===== config.mk =====
export PLATFORM = sky130hd
export DESIGN_NAME = cache_axi_master
export DESIGN_NICKNAME = d
export VERILOG_FILES = /design/src/rtl/cache_axi_master.sv
export SDC_FILE = /design/constraint.sdc
export NUM_CORES = 1
export LEC_CHECK = 0
export CAP_MARGIN = 15
export CORE_AREA = 4 4 266 268
export CTS_CLUSTER_DIAMETER = 40
export CTS_CLUSTER_SIZE = 12
export DETAILED_ROUTE_END_ITERATION = 10
export DIE_AREA = 0 0 270 272
export PLACE_DENSITY_LB_ADDON = 0.08
export SLEW_MARGIN = 20
export SYNTH_ARGS = -nofsm -noshare
export SYNTH_HDL_FRONTEND = slang
export SYNTH_SLANG_ARGS = --single-unit

===== constraint.sdc =====
create_clock -name clk -period 14.86 [get_ports clk]
set_clock_uncertainty 0.1 [all_clocks]
set_input_delay 4.458 -clock clk [delete_from_list [all_inputs] [get_ports clk]]
set_output_delay 4.458 -clock clk [all_outputs]
set_load 0.01 [all_outputs]

===== src/rtl/cache_axi_master.sv =====
// cache_axi_master: turns single-line cache requests into one AXI-style read or write burst,
// with optional alignment rejection and a per-request bus-wait timeout.
module cache_axi_master #(
    parameter int TIMEOUT     = 1024,
    parameter bit ALIGN_CHECK = 1'b1
) (
    input  logic         clk,
    input  logic         rst,
    input  logic         req_valid,
    output logic         req_ready,
    input  logic         req_write,
    input  logic [31:0]  req_addr,
    input  logic [127:0] req_wdata,
    input  logic [15:0]  req_wstrb,
    output logic         resp_valid,
    input  logic         resp_ready,
    output logic [127:0] resp_rdata,
    output logic         resp_err,
    output logic [31:0]  readAddr_addr,
    output logic         readAddr_valid,
    input  logic         readAddr_ready,
    input  logic [127:0] readData_data,
    input  logic         readData_valid,
    output logic         readData_ready,
    output logic [31:0]  writeAddr_addr,
    output logic         writeAddr_valid,
    input  logic         writeAddr_ready,
    output logic [127:0] writeData_data,
    output logic [15:0]  writeData_strb,
    output logic         writeData_valid,
    input  logic         writeData_ready,
    input  logic [31:0]  writeResp_msg,
    input  logic         writeResp_valid,
    output logic         writeResp_ready
);
    typedef enum logic [2:0] {IDLE, RADDR, RDATA, WSEND, WRESP, RESP} state_t;
    state_t state_q, state_d;
    logic [31:0]  addr_q, addr_d, cnt_q, cnt_d;
    logic [127:0] wdata_q, wdata_d, rdata_q, rdata_d;
    logic [15:0]  wstrb_q, wstrb_d;
    logic         write_q, write_d, err_q, err_d;
    logic         aw_done_q, aw_done_d, w_done_q, w_done_d;
    logic         accept, aw_hs, w_hs, busy, expired;

    assign req_ready       = state_q == IDLE;
    assign accept          = req_valid && req_ready;
    assign readAddr_valid  = state_q == RADDR;
    assign readAddr_addr   = readAddr_valid ? addr_q : 32'd0;
    assign readData_ready  = state_q == RDATA;
    assign writeAddr_valid = state_q == WSEND && write_q && !aw_done_q;
    assign writeAddr_addr  = writeAddr_valid ? addr_q : 32'd0;
    assign writeData_valid = state_q == WSEND && write_q && !w_done_q;
    assign writeData_data  = writeData_valid ? wdata_q : 128'd0;
    assign writeData_strb  = writeData_valid ? wstrb_q : 16'd0;
    assign writeResp_ready = state_q == WRESP;
    assign resp_valid      = state_q == RESP;
    assign resp_rdata      = rdata_q;
    assign resp_err        = err_q;
    assign aw_hs           = writeAddr_valid && writeAddr_ready;
    assign w_hs            = writeData_valid && writeData_ready;
    assign busy            = state_q inside {RADDR, RDATA, WSEND, WRESP};
    // The counter hits TIMEOUT on the same edge that moves us to RESP.
    assign expired         = (TIMEOUT != 0) && busy && (cnt_q == 32'(TIMEOUT - 1));

    always_comb begin
        state_d   = state_q;
        addr_d    = addr_q;
        wdata_d   = wdata_q;
        wstrb_d   = wstrb_q;
        write_d   = write_q;
        rdata_d   = rdata_q;
        err_d     = err_q;
        aw_done_d = aw_done_q;
        w_done_d  = w_done_q;
        cnt_d     = busy ? cnt_q + 32'd1 : cnt_q;
        case (state_q)
            IDLE: if (accept) begin
                addr_d    = req_addr;
                wdata_d   = req_wdata;
                wstrb_d   = req_wstrb;
                write_d   = req_write;
                rdata_d   = 128'd0;
                cnt_d     = 32'd0;
                aw_done_d = 1'b0;
                w_done_d  = 1'b0;
                err_d     = ALIGN_CHECK && (req_addr[3:0] != 4'd0);
                state_d   = err_d ? RESP : req_write ? WSEND : RADDR;
            end
            RADDR: state_d = readAddr_ready ? RDATA : RADDR;
            RDATA: if (readData_valid) begin
                rdata_d = readData_data;
                state_d = RESP;
            end
            WSEND: begin
                aw_done_d = aw_done_q || aw_hs;
                w_done_d  = w_done_q || w_hs;
                state_d   = (aw_done_d && w_done_d) ? WRESP : WSEND;
            end
            WRESP: if (writeResp_valid) begin
                err_d   = writeResp_msg != 32'd0;
                state_d = RESP;
            end
            RESP: state_d = resp_ready ? IDLE : RESP;
            default: state_d = IDLE;
        endcase
        if (expired) begin
            state_d = RESP;
            err_d   = 1'b1;
            rdata_d = 128'd0;
        end
    end

    always_ff @(posedge clk or posedge rst) begin
        if (rst) begin
            state_q   <= IDLE;
            addr_q    <= '0;
            wdata_q   <= '0;
            wstrb_q   <= '0;
            write_q   <= 1'b0;
            rdata_q   <= '0;
            err_q     <= 1'b0;
            aw_done_q <= 1'b0;
            w_done_q  <= 1'b0;
            cnt_q     <= '0;
        end else begin
            state_q   <= state_d;
            addr_q    <= addr_d;
            wdata_q   <= wdata_d;
            wstrb_q   <= wstrb_d;
            write_q   <= write_d;
            rdata_q   <= rdata_d;
            err_q     <= err_d;
            aw_done_q <= aw_done_d;
            w_done_q  <= w_done_d;
            cnt_q     <= cnt_d;
        end
    end
endmodule


==> metrics.yaml, run 1 <==
sta:
  hold_slack_ps: 362
  setup_tns_ps: 0
  setup_viol: 0
  slew_headroom: 0.228
  fmax_mhz: 115
  hold_violations: 0
  final_max_slew_viol_count: 0
  setup_slack_ps: 6160
  worst_pin_slew_ps: 1160
  rsz0062_at_grt: "no"
  period_needed_ps: 8700
  fin_crit_sh: 0.585
die:
  die_area_um2: 73400
  core_um2: 68300
  rows: 96
  die_h_um: 272
  io_pins: 690
  die_x_um: 270
  start_util: 0.222
setup_path:
  cp_max_fo: 108
  worstPathArrival_ps: 4140
  worstPathCellList: "nand3_1, nor2_4, buf_4, and2_1, clkdlybuf4s50_1"
  cp-start-kind: "register"
  critPathRequiredTime_ps: 10300
  endpoint_kind: "output port"
  path_class: "reg -> out"
  slowest_stage: "dfrtp_2"
  max_stage_delay_ps: 980
route:
  ant_nets: 0
  post_drt_wl_per_cell_um: 21.1
  finalWirelength_um: 70100
  drtIter0Drc: 874
  vias: 14510
  vias_per_cell: 4.36
  drc: 0
  drt-pass1-iter-count: 6
place:
  place_ws_ps: 6620
  placed_area_um2: 22900
  port_buffers: 689
  place_congestion: 0.855
  post-dp-hpwl_um: 49700
run_status:
  status: "finished, final reports clean"
pwr:
  power.total_mw: 5.05
  ir_drop_mv: 0.0953
  power.leakage_nw: 11.8
  p_per_area_nw_per_um2: 194
global_route:
  grt_pass1_vias: 15169
  grt_use_total: 0.184
  antenna_found_initial: 27
  grt_max_degree: 210
  grt_overflow_total: 0
  grt_pass1_wl_um: 102000
synthesis:
  synth.top_cell.area_share: 0.565
  synth_edf_count: 0
  yosysTopAreaCell: "dfrtp_1"
  yosysSeqAreaShare: 0.565
  synth.distinct_cells: 43
  ys_ff_latch: 343
  ys.warnings.count: 0
  synth_top_cells_by_area: "dfrtp_1 56%, nand2_1 14%, and2_1 7.4%, a22oi_1 6.4%, nor2_1 3.6%"
  synth_flop_cell: "dfrtp_1"
  syn_area_um2: 15200
  synthCells: 1685
  syn_nets: 2032
  syn_area_per_cell_um2: 9.02
  async_reset_ff_frac: 1.00
clocking:
  numCtsBuffers: 86
  cts_buffer_depth: 3
  cts.sinks: 343
  clock_latency_ps: 610
  cts_setup_buffers: 0
  cts_resized: 0
  cts_tree: "done"
  cts-root-buf: "clkbuf_16"
  path_clk_slew_ps: 40
  cts_hold_buffers: 0
  h-tree-depth: 3
final_layout:
  fill_cells: 6841
  final_layout_size_suffix_gt1_frac: 0.0782
  syn_to_final_growth_pct: 71.4
  nets: 2704
  mostFrequentLayoutCells: "689 x clkdlybuf4s50_1, 554 x nand2_1, 342 x dfrtp_1"
  fin_area_um2: 26100
  mostFrequentLayoutCell: "clkdlybuf4s50_1"
hold_path:
  worstHoldPathType: "reg -> reg"
job:
  timing.max_cap.violations: 0
## cell type report
class,count,area [um2],share of cell area
sequential,343,8580,0.329
timing repair buffer,707,7070,0.271
multi-input combinational,1213,6140,0.236
clock buffer,108,2370,0.0911
tap,882,1100,0.0423
clock inverter,52,711,0.0273
antenna,19,47.5,0.00182
inverter,6,30.0,0.00115
## kinds of logic (layout without fill, tap and decap cells)
logic type / count (synthesis) / in the layout / synth area share
mux: 10 / 10 / 0.00659
fa+ha+maj: 1 / 1 / 0.000823
buf+inv: 129 / 873 / 0.0351
other cells: 0 / 19 / 0
xor+xnor: 5 / 5 / 0.00288
compound gates: 182 / 182 / 0.0851
flops: 343 / 343 / 0.565
simple gates: 1015 / 1015 / 0.305
## critical path, delay by kind of cell, from the launching register on
family	cells	cell delay, ps
simple gates	3	1230
buf+inv	2	1210
flops	1	980
## state kept, by name, summed over array words and instances, names as in the netlist
register / cells
state_q: 3
aw_done_q: 1
resp_err: 1
wstrb_q: 16
resp_rdata: 128
cnt_q: 32
addr_q: 32
w_done_q: 1
wdata_q: 128
write_q: 1
## worst paths after layout
check / startpoint / endpoint / slack, ps / cells past startpoint
max in group asynchronous: rst / cnt_q[1]$_DFF_PP0_ / 8580 / 4
min reg2reg: wdata_q[114]$_DFFE_PP0P_ / wdata_q[114]$_DFFE_PP0P_ / 360 / 2
max: state_q[0]$_DFFE_PP0P_ / writeData_data[8] / 6160 / 5
min: wdata_q[114]$_DFFE_PP0P_ / wdata_q[114]$_DFFE_PP0P_ / 360 / 2
max reg2reg: state_q[0]$_DFFE_PP0P_ / resp_rdata[61]$_DFFE_PP0P_ / 10280 / 7
min in group asynchronous: rst / wdata_q[106]$_DFFE_PP0P_ / 4310 / 2
## where the power goes
part	leakage, nW	internal, mW	total (mW)	switching [mW]
Clock	1.50	1.33	1.96	0.630
Combinational	5.85	0.704	1.48	0.772
Sequential	4.45	1.33	1.62	0.289
## synthesized netlist by cell type (9+ instances only)
| library cell | number |
|---|---|
| nand2_1 | 555 |
| mux2i_1 | 10 |
| buf_4 | 9 |
| buf_2 | 13 |
| o21ai_0 | 9 |
| nor4_1 | 23 |
| a21oi_1 | 20 |
| clkbuf_1 | 99 |
| or4_1 | 11 |
| nor2_1 | 146 |
| dfrtp_1 | 343 |
| nand4_1 | 15 |
| o31ai_1 | 10 |
| a22oi_1 | 129 |
| and2_1 | 180 |
| and3_1 | 34 |
## per-layer routing
metal | track usage | share of wire | vias up
met4 | 0.0722 | 0.031 | 12
met5 | 0 | 0.0012 | -
met1 | 0.203 | 0.38 | 6954
met3 | 0.0676 | 0.080 | 116
li1 | - | - | 6941
met2 | 0.323 | 0.51 | 487
## per-stage QoR
step | utilization | instances
floorplan | - | 1685
global route | 0.381 | 3319
global placement | 0.335 | 3150
finish | 0.381 | 3330
detailed placement | 0.335 | 3150
CTS | 0.380 | 3310
No activity file was read; power rests on OpenSTA's default activity.
==> inputs of run 2 (changes only) <==
==> constraint.sdc (replaced) <==
create_clock -name clk -period 8.69 [get_ports clk]
set_clock_uncertainty 0.1 [all_clocks]
set_input_delay 2.607 -clock clk [delete_from_list [all_inputs] [get_ports clk]]
set_output_delay 2.607 -clock clk [all_outputs]
set_load 0.01 [all_outputs]
==> metrics.yaml, run 2 (synthesis results as in run 1) <==
route:
  drtIter0Drc: 847
  vias_per_cell: 4.38
  vias: 14533
  finalWirelength_um: 69900
  ant_nets: 0
  drt-pass1-iter-count: 5
  post_drt_wl_per_cell_um: 21.1
  drc: 0
sta:
  worst_pin_slew_ps: 989
  fmax_mhz: 147
  slew_headroom: 0.340
  fin_crit_sh: 0.782
  period_needed_ps: 6800
  hold_violations: 0
  rsz0062_at_grt: "no"
  setup_viol: 0
  setup_tns_ps: 0
  final_max_slew_viol_count: 0
setup_path:
  cp-start-kind: "register"
  endpoint_kind: "output port"
  max_stage_delay_ps: 980
  rr_worst_depth: 7
  path_delay_family: "buffers and inverters"
  cp.buffers_inverters: 2
  slowest_stage: "dfrtp_2"
  worstPathCellList: "nand3_1, nor2_4, buf_4, and2_1, clkdlybuf4s50_1"
  cp_num_cells: 5
  cp_max_fo: 120
  critPathRequiredTime_ps: 5980
  worstPathArrival_ps: 4090
  path_class: "reg -> out"
final_layout:
  mostFrequentLayoutCell: "clkdlybuf4s50_1"
  final_layout_size_suffix_gt1_frac: 0.0739
  syn_to_final_growth_pct: 70.6
  nets: 2700
  fill_cells: 6921
  mostFrequentLayoutCells: "689 x clkdlybuf4s50_1, 554 x nand2_1, 342 x dfrtp_1"
pwr:
  power.leakage_nw: 11.7
  p_per_area_nw_per_um2: 329
  power.total_mw: 8.54
  ir_drop_mv: 0.174
clocking:
  cts_resized: 0
  numCtsBuffers: 82
  cts_setup_buffers: 0
  cts_tree: "done"
  cts_buffer_depth: 3
  cts_hold_buffers: 0
  h-tree-depth: 3
  cts.sinks: 343
  path_clk_slew_ps: 50
  cts-root-buf: "clkbuf_16"
  clock_latency_ps: 600
hold_path:
  holdPathStages: 2
  worstHoldPathType: "reg -> reg"
die:
  die_area_um2: 73400
  rows: 96
  io_pins: 690
  start_util: 0.222
  core_um2: 68300
  die_x_um: 270
  die_h_um: 272
place:
  port_buffers: 689
  post-dp-hpwl_um: 49400
  place_congestion: 0.833
global_route:
  antenna_found_initial: 21
  grt_max_degree: 210
  grt_pass1_vias: 15396
  grt_pass1_wl_um: 103000
  grt_use_total: 0.184
  grt_overflow_total: 0
job:
  timing.max_cap.violations: 0
run_status:
  status: "finished, final reports clean"
==> run 2: worst min-delay path, delay by kind of cell, from the launching register on <==
| kind | cells | cell delay [ps] |
|---|---|---|
| flops | 1 | 330 |
| simple gates | 2 | 100 |
==> run 2: power breakdown <==
part	leakage, nW	total, mW	switching [mW]	internal [mW]
sequential	4.45	2.76	0.495	2.27
combinational	5.86	2.53	1.32	1.21
clock	1.43	3.25	1.05	2.20
==> run 2: cell type report <==
type                    instances  area, um2  area share
clock inverters                42        602      0.0232
diodes                         16       40.0     0.00154
flip-flops and latches        343       8580       0.331
well taps                     882       1100      0.0426
multi-input cells            1213       6130       0.236
inverters                       6       26.3     0.00101
repair buffers                707       7100       0.274
clock buffers                 110       2340      0.0902
==> run 2: final timing paths <==
check	start	end	slack, ps
worst max-delay path	state_q[0]$_DFFE_PP0P_	writeData_data[9]	1890
worst min-delay path	wdata_q[116]$_DFFE_PP0P_	wdata_q[116]$_DFFE_PP0P_	360
worst max register to register	state_q[0]$_DFFE_PP0P_	resp_rdata[124]$_DFFE_PP0P_	4500
worst min register to register	wdata_q[116]$_DFFE_PP0P_	wdata_q[116]$_DFFE_PP0P_	360
max in group asynchronous	rst	resp_rdata[78]$_DFFE_PP0P_	4600
min in group asynchronous	rst	wdata_q[111]$_DFFE_PP0P_	2220
==> run 2: stage by stage <==
step | area [um2] | cells | hold WS [ps] | utilization | setup WS, ps
finish | 25900 | 3319 | 361 | 0.379 | 1890
global route | 25900 | 3312 | 376 | 0.379 | 1540
CTS | 25800 | 3301 | 366 | 0.378 | 1770
detailed placement | 22900 | 3149 | 355 | 0.335 | 2430
global placement | 22900 | 3149 | 350 | 0.335 | 2630
floorplan | 15200 | 1685 | 337 | - | 1390
==> run 2: metal layers <==
metal | track usage | vias up | share of wire
li1 | - | 6926 | -
met1 | 0.203 | 7066 | 0.38
met2 | 0.331 | 428 | 0.52
met3 | 0.0662 | 103 | 0.073
met4 | 0.0566 | 10 | 0.024
met5 | 0 | - | 0.00094
